## config.mk

```make
export PLATFORM = sky130hd
export DESIGN_NAME = mmio_perf_counters
export DESIGN_NICKNAME = d
export VERILOG_FILES = /design/src/rtl/mmio_perf_counters.sv
export SDC_FILE = /design/constraint.sdc
export NUM_CORES = 1
export LEC_CHECK = 0
export ABC_CLOCK_PERIOD_IN_PS = 4510
export BUFFER_PORTS_ARGS = -buffer_cell sky130_fd_sc_hd__buf_2
export CAP_MARGIN = 15
export CELL_PAD_IN_SITES_DETAIL_PLACEMENT = 1
export CELL_PAD_IN_SITES_GLOBAL_PLACEMENT = 2
export CORE_ASPECT_RATIO = 1.2
export CORE_MARGIN = 1
export CORE_UTILIZATION = 37
export CTS_BUF_LIST = sky130_fd_sc_hd__clkbuf_4 sky130_fd_sc_hd__clkbuf_8 sky130_fd_sc_hd__clkbuf_16
export CTS_CLUSTER_DIAMETER = 150
export DETAILED_ROUTE_END_ITERATION = 7
export PLACE_DENSITY_LB_ADDON = 0.3
export SETUP_SLACK_MARGIN = 0.15
export SLEW_MARGIN = 10
export SYNTH_ARGS = -nofsm -noshare
export SYNTH_HDL_FRONTEND = slang
export SYNTH_SLANG_ARGS = --single-unit
```

## constraint.sdc

```tcl
create_clock -name clk -period 4.51 [get_ports clk]
set_input_delay 0.451 -clock clk [delete_from_list [all_inputs] [get_ports clk]]
set_output_delay 0.451 -clock clk [all_outputs]
set_load 0.05 [all_outputs]
```

## src/rtl/mmio_perf_counters.sv

```systemverilog
// MMIO performance counters: cycle, retired-instruction, branch and correct-branch counts.
// Read back with one-cycle latency; a store to the reset offset clears all four counters.
module mmio_perf_counters #(
    parameter int unsigned CNT_WIDTH = 32,
    parameter logic [31:0] BASE_ADDR = 32'h8000_0000
) (
    input  logic        clk,
    input  logic        rst,
    input  logic        inst_retire,
    input  logic        br_retire,
    input  logic        br_correct,
    input  logic        wr_en,
    input  logic [31:0] wr_addr,
    input  logic [3:0]  wr_mask,
    input  logic        rd_en,
    input  logic [31:0] rd_addr,
    output logic [31:0] rd_data,
    output logic        rd_hit
);

    localparam logic [31:0] AddrCycle   = BASE_ADDR + 32'h10;
    localparam logic [31:0] AddrInstr   = BASE_ADDR + 32'h14;
    localparam logic [31:0] AddrReset   = BASE_ADDR + 32'h18;
    localparam logic [31:0] AddrBranch  = BASE_ADDR + 32'h1c;
    localparam logic [31:0] AddrCorrect = BASE_ADDR + 32'h20;

    localparam logic [CNT_WIDTH-1:0] CntOne = CNT_WIDTH'(1);

    logic [CNT_WIDTH-1:0] cycle_q, instr_q, branch_q, correct_q;
    logic                 clr;
    logic                 br_valid;
    logic [31:0]          rd_val;
    logic                 rd_map;

    assign clr      = wr_en && (wr_addr == AddrReset) && (wr_mask != 4'h0);
    assign br_valid = inst_retire && br_retire;

    // Full-address compare, so misaligned and out-of-region addresses fall to default.
    always_comb begin
        rd_val = 32'h0;
        rd_map = 1'b0;
        case (rd_addr)
            AddrCycle: begin
                rd_val = 32'(cycle_q);
                rd_map = 1'b1;
            end
            AddrInstr: begin
                rd_val = 32'(instr_q);
                rd_map = 1'b1;
            end
            AddrBranch: begin
                rd_val = 32'(branch_q);
                rd_map = 1'b1;
            end
            AddrCorrect: begin
                rd_val = 32'(correct_q);
                rd_map = 1'b1;
            end
            default: begin
                rd_val = 32'h0;
                rd_map = 1'b0;
            end
        endcase
    end

    always_ff @(posedge clk) begin
        if (rst) begin
            cycle_q   <= '0;
            instr_q   <= '0;
            branch_q  <= '0;
            correct_q <= '0;
            rd_data   <= 32'h0;
            rd_hit    <= 1'b0;
        end else begin
            if (clr) begin
                cycle_q   <= '0;
                instr_q   <= '0;
                branch_q  <= '0;
                correct_q <= '0;
            end else begin
                cycle_q <= cycle_q + CntOne;
                if (inst_retire) instr_q <= instr_q + CntOne;
                if (br_valid) branch_q <= branch_q + CntOne;
                if (br_valid && br_correct) correct_q <= correct_q + CntOne;
            end
            // Read samples the pre-update values; holds across stalls when rd_en is low.
            if (rd_en) begin
                rd_data <= rd_val;
                rd_hit  <= rd_map;
            end
        end
    end

endmodule

```

Word-level counts from Yosys, hierarchy flattened --
Index checks and enable logic that the tools add are counted.
Word-level totals: output and inout port bits 33, memories kept 0, word-level logic and storage cells 24, bits of input ports 75, ROM bits 0, bits in writable memories 0, latch bits 0, register bits after elaboration 161
Operators by class: magnitude comparators 0, div/mod/pow operators 0, shift operators 0, add/subtract/negate cells 4, reductions and logical operators 7, $mul 0, equal/unequal tests 5, muxes and demuxes 2, bitwise operators 0
Operator list (count):
- 32-bit == test (second input constant) | 5
- 32-bit by 1-bit adder with 32-bit output (second input constant) | 4
- 32-bit case mux with 4 select lines | 1
- 1-bit logical AND | 4
- 4-bit nonzero test | 1
- 4-bit OR reduction | 1
- 2-bit OR reduction | 1
- 1-bit 2-to-1 mux | 1

Depth between registers and ports, before layout --
Gate-level depths: netlist of the first run.
word-level depth 4, depth in mapped cells 7, depth with buffers taken out 6

Worst setup path after synthesis of the first run --
No wires, ideal clock.
path type input -> register, start point in wr_addr[20], end point reg correct_q[21], slack 2.604 ns, data required time 4.381 ns, buffers on the path 2, stages 7, library setup time 0.129 ns, arrival 1.777 ns, cells stage by stage nor4_1 > nand4_1 > nor3_1 > a31o_2 > clkbuf_1 > clkbuf_1 > nor2_1
On the way: longest elaborated chain between the ends 4
RTL lines:
- start: declaration | line 13 | input logic [31:0] wr_addr,
- 32-bit == test | line 35 | assign clr = wr_en && (wr_addr == AddrReset) && (wr_mask != 4'h0);
- 1-bit logical AND (2 in a row) | line 35
- 2-bit OR reduction (no line)
- end signal: assignment | line 84 | if (br_valid && br_correct) correct_q <= correct_q + CntOne;
- end: declaration | line 29 | logic [CNT_WIDTH-1:0] cycle_q, instr_q, branch_q, correct_q;
No other way between the ends. A chain may end at the register's enable or synchronous reset.

Worst setup path in the final report of the first run --
start point in rd_addr[5], end point reg rd_data[23]
On the way: longest elaborated chain between the ends 2
RTL lines:
- start: declaration | line 16 | input logic [31:0] rd_addr,
- 32-bit == test | line 42 | case (rd_addr)
- 32-bit case mux with 4 select lines * | line 42
- end signal: assignment | line 88 | rd_data <= rd_val;
- end: declaration | line 17 | output logic [31:0] rd_data,
Mark *: on every way between the ends. The rest lies on a longest branch, timed or not.

==> results of run 1 <==
[path summary, 6_finish.rpt]
check | slack, ns | cells after the start | endpoint | from
max | 1.98 | 6 | rd_data[23] | rd_addr[5]
min | 0.27 | 2 | rd_hit | rst
max reg2reg | 2.16 | 5 | instr_q[24] | instr_q[4]
min reg2reg | 0.45 | 2 | rd_data[15] | rd_data[15]
[state kept, by name, indices dropped and copies added (netlist names)]
name	count
instr_q	32
rd_data	32
branch_q	32
cycle_q	32
rd_hit	1
correct_q	32
[area by class of cell]
| cell class | count | area share |
|---|---|---|
| clock buffer | 22 | 0.0533 |
| clock inverter | 9 | 0.0116 |
| inverter | 17 | 0.00706 |
| multi-input combinational | 686 | 0.467 |
| sequential | 161 | 0.357 |
| tap | 265 | 0.0367 |
| timing repair buffer | 117 | 0.0676 |
[metal layers]
metal | routed length, um | GRT usage
met1 | 11300 | 0.317
met5 | 0 | 0
met4 | 323 | 0.0630
met3 | 634 | 0.0327
met2 | 10900 | 0.361
[cells in the mapped netlist (all sizes together)]
| cell type | count | share of area |
|---|---|---|
| a221oi | 32 | 0.037 |
| or2 | 1 | 0.00082 |
| nor3b | 1 | 0.0016 |
| or4 | 3 | 0.0039 |
| a31o | 1 | 0.0011 |
| xor2 | 55 | 0.063 |
| nor2 | 178 | 0.087 |
| or3 | 4 | 0.0033 |
| xnor2 | 65 | 0.074 |
| nand3 | 42 | 0.028 |
| a22oi | 32 | 0.031 |
| mux2i | 1 | 0.0013 |
| nor4b | 6 | 0.0085 |
| and4 | 15 | 0.017 |
| a21oi | 6 | 0.0039 |
| dfxtp | 161 | 0.42 |
| buf | 13 | 0.010 |
| clkbuf | 38 | 0.019 |
| inv | 17 | 0.0083 |
| nand2 | 79 | 0.039 |
| nand2b | 4 | 0.0033 |
| and2 | 3 | 0.0024 |
| ha | 4 | 0.0065 |
| and3 | 10 | 0.0082 |
| nand4 | 42 | 0.035 |
| o21ai | 36 | 0.023 |
| and4bb | 1 | 0.0016 |
| nor3 | 28 | 0.023 |
| nor4 | 34 | 0.034 |
| nor4bb | 3 | 0.0039 |
[power breakdown]
| group | switching, uW | leakage (uW) | internal [uW] | total (uW) |
|---|---|---|---|---|
| logic | 62.7 | 0.00145 | 40.7 | 103 |
| registers | 9.42 | 0.00130 | 1430 | 1440 |
| clock network | 598 | 0.000293 | 868 | 1470 |
[per-stage QoR]
stage	power [uW]	instance area (sq um)	hold WS (ns)	instances
floorplan	1510	7670	0.453	915
global placement	1570	8450	0.433	1246
detailed placement	1570	8450	0.442	1246
CTS	3030	9040	0.263	1277
global route	3100	9040	0.268	1277
finish	3010	9040	0.270	1277
[worst max-delay path, cell delays in order]
cell and delay [ns]:
buf_2 0.10, nand2b_1 0.14, or3_1 0.75, nor4bb_2 1.06, a221oi_1 0.17, o21ai_0 0.21
[logic make-up (layout without fill, tap and decap cells)]
family                     after synthesis  in the layout  share of synthesized area
and+or+nand+nor                        454            454                      0.302
DFF                                    161            161                      0.420
xor gates and xnor gates               120            120                      0.137
AOI/OAI and AO/OA                      107            107                     0.0964
buffers and inverters                   68            165                     0.0372
adders and majority gates                4              4                    0.00652
muxes                                    1              1                    0.00130
==> run metrics, run 1 <==
status completed; Final Hold Viols 0; Max VDD drop around 0.25 mV; Clock Sinks roughly 160; Mapped Cells 915; commonest non-fill, non-tap cells in the layout 176 x nor2_1, 161 x dfxtp_1, 107 x buf_2; nets 1079; # IOs approximately 110; commonest non-fill, non-tap cell in the layout nor2_1; synthesized cell area between 0.007 and 0.008 sq mm; Final setup viols 0; min Tclk post-route 2.53 ns; Vias 6923; Post-route DRC 0; Core Util, Final 0.446; DR iter-0 viols roughly 440; Seq. cell area 0.00322 sq mm; largest net degree at the start of global routing 67; vias per cell between 5 and 6; Mean Syn Cell Area around 8.4 sq um; CP Class in -> reg; # Post-CTS Setup Buffers 0; Critical Path Sink Type flop; die height approximately 160 um; CTS H-tree lvls 4; Max Cap Viol 0; layout cells sized above 1 0.173; GPL Wtd Cong ~0.77; post-CTS resize count 0; dpl hpwl 16600 um; actual slew at the worst max-slew pin 1.13 ns; syn_nets approximately 1000; Fin Clk Skew 0.00987 ns; Ys Warns 0; Overflow after GRT 0; WL per Instance between 15 and 20 um; global-route wire length before repair ~38000 um; setup ws final 1.98 ns; Leakage Power a little over 0.003 uW; Port Buf Inserts ~110; sequential-to-total area share from yosys stat 0.420; Post-CTS Hold Buffers 0; Clock Pin Slew Worst Setup and Hold Paths 0.06 ns; Root Driver clkbuf_16; # fillers about 2500; Cell Pwr Density around 330 mW/mm^2; Hold Crit Class in -> reg; WP data arrival approximately 2.9 ns; Clock Path Buffers 2; RSZ-0062 raised after global routing no; DIE AREA 0.0213 sq mm; Final period util 0.562; total routed wirelength approximately 23000 um; post-synthesis register bit count 161; vias in the first global route approximately 7000; Max Slew Vio Count 0; GRT Resource Usage Total 0.226; Multi-input gate area between 0.004 and 0.005 sq mm; crit-path max FO 34; library cells used by synthesis between 40 and 50; Area Growth Syn to Fin 17.8%; Slew HR 0.241; drt pass-1 iters 4; Critical Path RT a little under 5 ns; remaining antenna violation count 0; Core Footprint between 0.02 and 0.025 sq mm; CTS buffer count 17; FMAX roughly 400 MHz; initial core utilization 0.379; antenna diode count 0; pre-CTS setup slack roughly 1.5 ns; clk_lat worst skew between 0.4 and 0.5 ns; CTS tree done; Worst Setup Start Kind primary input; initial antenna violation count 0; Horiz. Die Dim 133 um; row count 57; setup TNS 0 ns
Note: power is estimated with default switching activity, not from simulation.
==> run 2, diff against run 1 <==
--- a/config.mk
+++ b/config.mk
@@ -5,14 +5,14 @@
 export SDC_FILE = /design/constraint.sdc
 export NUM_CORES = 1
 export LEC_CHECK = 0
-export ABC_CLOCK_PERIOD_IN_PS = 4510
+export ABC_CLOCK_PERIOD_IN_PS = 2500
 export BUFFER_PORTS_ARGS = -buffer_cell sky130_fd_sc_hd__buf_2
 export CAP_MARGIN = 15
 export CELL_PAD_IN_SITES_DETAIL_PLACEMENT = 1
 export CELL_PAD_IN_SITES_GLOBAL_PLACEMENT = 2
 export CORE_ASPECT_RATIO = 1.2
 export CORE_MARGIN = 1
-export CORE_UTILIZATION = 37
+export CORE_UTILIZATION = 34
 export CTS_BUF_LIST = sky130_fd_sc_hd__clkbuf_4 sky130_fd_sc_hd__clkbuf_8 sky130_fd_sc_hd__clkbuf_16
 export CTS_CLUSTER_DIAMETER = 150
 export DETAILED_ROUTE_END_ITERATION = 7
==> constraint.sdc (replaced) <==
create_clock -name clk -period 2.5 [get_ports clk]
set_input_delay 0.25 -clock clk [delete_from_list [all_inputs] [get_ports clk]]
set_output_delay 0.25 -clock clk [all_outputs]
set_load 0.05 [all_outputs]
==> run 2 against run 1 <==
The run now ends with design-rule violations left. Critical endpoint is now correct_q[30]. Critical path type is now reg -> reg. Sequential share of layout area fell by 0.28 points. Clock power increased by 67%. Non-clock buffer count rose by 11.
==> run metrics, run 2 (synthesis gave the netlist of run 1 again) <==
hold wc startpoint rst (unchanged); worst hold endpoint rd_hit (unchanged); CTS tree done (unchanged); die height 167 um (was 160 um); Fin Clk Skew 0.00866 ns (was 0.00987 ns); WL per Instance 17.5 um (was 18.1 um); CTS buffer count 17 (unchanged); initial antenna violation count 0 (unchanged); Core Footprint 0.0219 sq mm (was 0.0203 sq mm); nets 1090 (was 1079); Area Growth Syn to Fin 18.7% (was 17.8%); Leakage Power 0.00306 uW (was 0.00304 uW); commonest non-fill, non-tap cells in the layout 176 x nor2_1, 161 x dfxtp_1, 107 x buf_2 (unchanged); clk_lat worst skew 0.43 ns (was 0.44 ns); Port Buf Inserts 107 (unchanged); Slew HR 0.572 (was 0.241); DIE AREA 0.0232 sq mm (was 0.0213 sq mm); worst reg-to-reg path cell count 6 (was 5); R2R Setup Slk 0.46 ns (was 2.16 ns); vias per cell 5.36 (was 5.42); Max Slew Vio Count 0 (unchanged); commonest non-fill, non-tap cell in the layout nor2_1 (unchanged); antenna diode count 0 (unchanged); DR iter-0 viols 340 (was 438); status complete, but fails checks (was completed); Clock Path Buffers 2 (unchanged); RR Startpoint correct_q[0] (was instr_q[4]); Final setup viols 0 (unchanged); total routed wirelength 22700 um (was 23100 um); min Tclk post-route approximately 2 ns; layout cells sized above 1 0.181 (was 0.173); Post-CTS Hold Buffers 0 (unchanged); Cell Pwr Density 574 mW/mm^2 (was 333 mW/mm^2); dpl hpwl 16200 um (was 16600 um); worst hold path cell count 2 (unchanged); # IOs 108 (unchanged); WP data arrival 2.34 ns (was 2.89 ns); CTS H-tree lvls 4 (unchanged); GPL Wtd Cong 0.755 (was 0.765); Clock Pin Slew Worst Setup and Hold Paths 0.06 ns (about the same); Critical Path RT 2.80 ns (was 4.87 ns); Post-route DRC 3 (was 0); initial core utilization 0.350 (was 0.379); CP Class reg -> reg (was in -> reg); RSZ-0062 raised after global routing no (unchanged); global-route wire length before repair 37900 um (was 38300 um); Horiz. Die Dim 139 um (was 133 um); WHS 0.0659 ns (was 0.270 ns); Clock Sinks 161 (unchanged); Final period util 0.816; Max VDD drop 0.398 mV (was 0.252 mV); # Post-CTS Setup Buffers 0 (unchanged); drt pass-1 iters 7 (was 4); pre-CTS setup slack 0.427 ns (was 1.48 ns); crit-path max FO 11 (was 34); actual slew at the worst max-slew pin 0.640 ns (was 1.13 ns); Final Hold Viols 0 (unchanged); GRT Resource Usage Total 0.206 (was 0.226); Overflow after GRT 0 (unchanged); Hold Crit Class in -> reg (unchanged); row count 59 (was 57); Vias 6949 (was 6923); r2r endpoint correct_q[30] (was instr_q[24]); vias in the first global route 7130 (was 7043); post-CTS resize count 0 (unchanged); largest net degree at the start of global routing 91 (was 67); Root Driver clkbuf_16 (unchanged); remaining antenna violation count 0 (unchanged); violated checks design-rule violations; Worst Setup Start Kind flop (was primary input); FMAX 490 MHz; setup ws final 0.460 ns (was 1.98 ns); setup TNS 0 ns (unchanged); Worst Setup SP correct_q[0] (was rd_addr[5]); Design Power 5230 uW (was 3010 uW); Critical Path Sink Type flop (unchanged); Max Cap Viol 0 (unchanged)
run 2: metrics by stage:
| stage | instances | util | instance area, sq um |
|---|---|---|---|
| after global placement | 1266 | 0.391 | 8570 |
| final | 1296 | 0.415 | 9110 |
| after detailed placement | 1266 | 0.391 | 8570 |
| after floorplan | 915 | - | 7670 |
| after CTS | 1296 | 0.415 | 9110 |
| after global routing | 1296 | 0.415 | 9110 |
run 2: layout make-up:
type | instances | area [sq um]
multi-input combinational | 686 | 4220
inverter | 17 | 63.8
clock inverter | 10 | 91.3
sequential | 161 | 3220
timing repair buffer | 128 | 718
tap | 274 | 343
fill | 2663 | 12800
clock buffer | 20 | 448
run 2: layer usage:
layer  vias to the layer above  wire length, um  track usage  part of all wire
met1                      3450            10900        0.274              0.48
met2                        71            11000        0.341              0.49
met4                         0              333       0.0710             0.015
li1                       3403                -            -                 -
met5                         -                0            0                 0
met3                        25              427       0.0279             0.019
run 2: worst max-delay path, stage by stage, from the launching register on:
cell and delay [ns]:
dfxtp_1 0.41, ha_1 0.19, nand4_2 0.13, or4_4 0.64
nor4b_2 0.34, xnor2_1 0.15, nor2_1 0.06
run 2: worst max-delay path by stage:
| stage | end | slack, ns | depth (start not counted) |
|---|---|---|---|
| floorplan | correct_q[26] | 0.60 | 7 |
| global placement | rd_data[2] | 0.46 | 6 |
| detailed placement | rd_data[16] | 0.43 | 6 |
| CTS | instr_q[28] | 0.45 | 5 |
| global route | instr_q[20] | 0.29 | 5 |
| finish | correct_q[30] | 0.46 | 6 |
run 2: power breakdown:
part / leakage, uW / total, uW / internal [uW] / switching, uW
logic: 0.00151 / 187 / 76.9 / 110
clock network: 0.000254 / 2450 / 1390 / 1070
registers: 0.00130 / 2590 / 2580 / 18.1
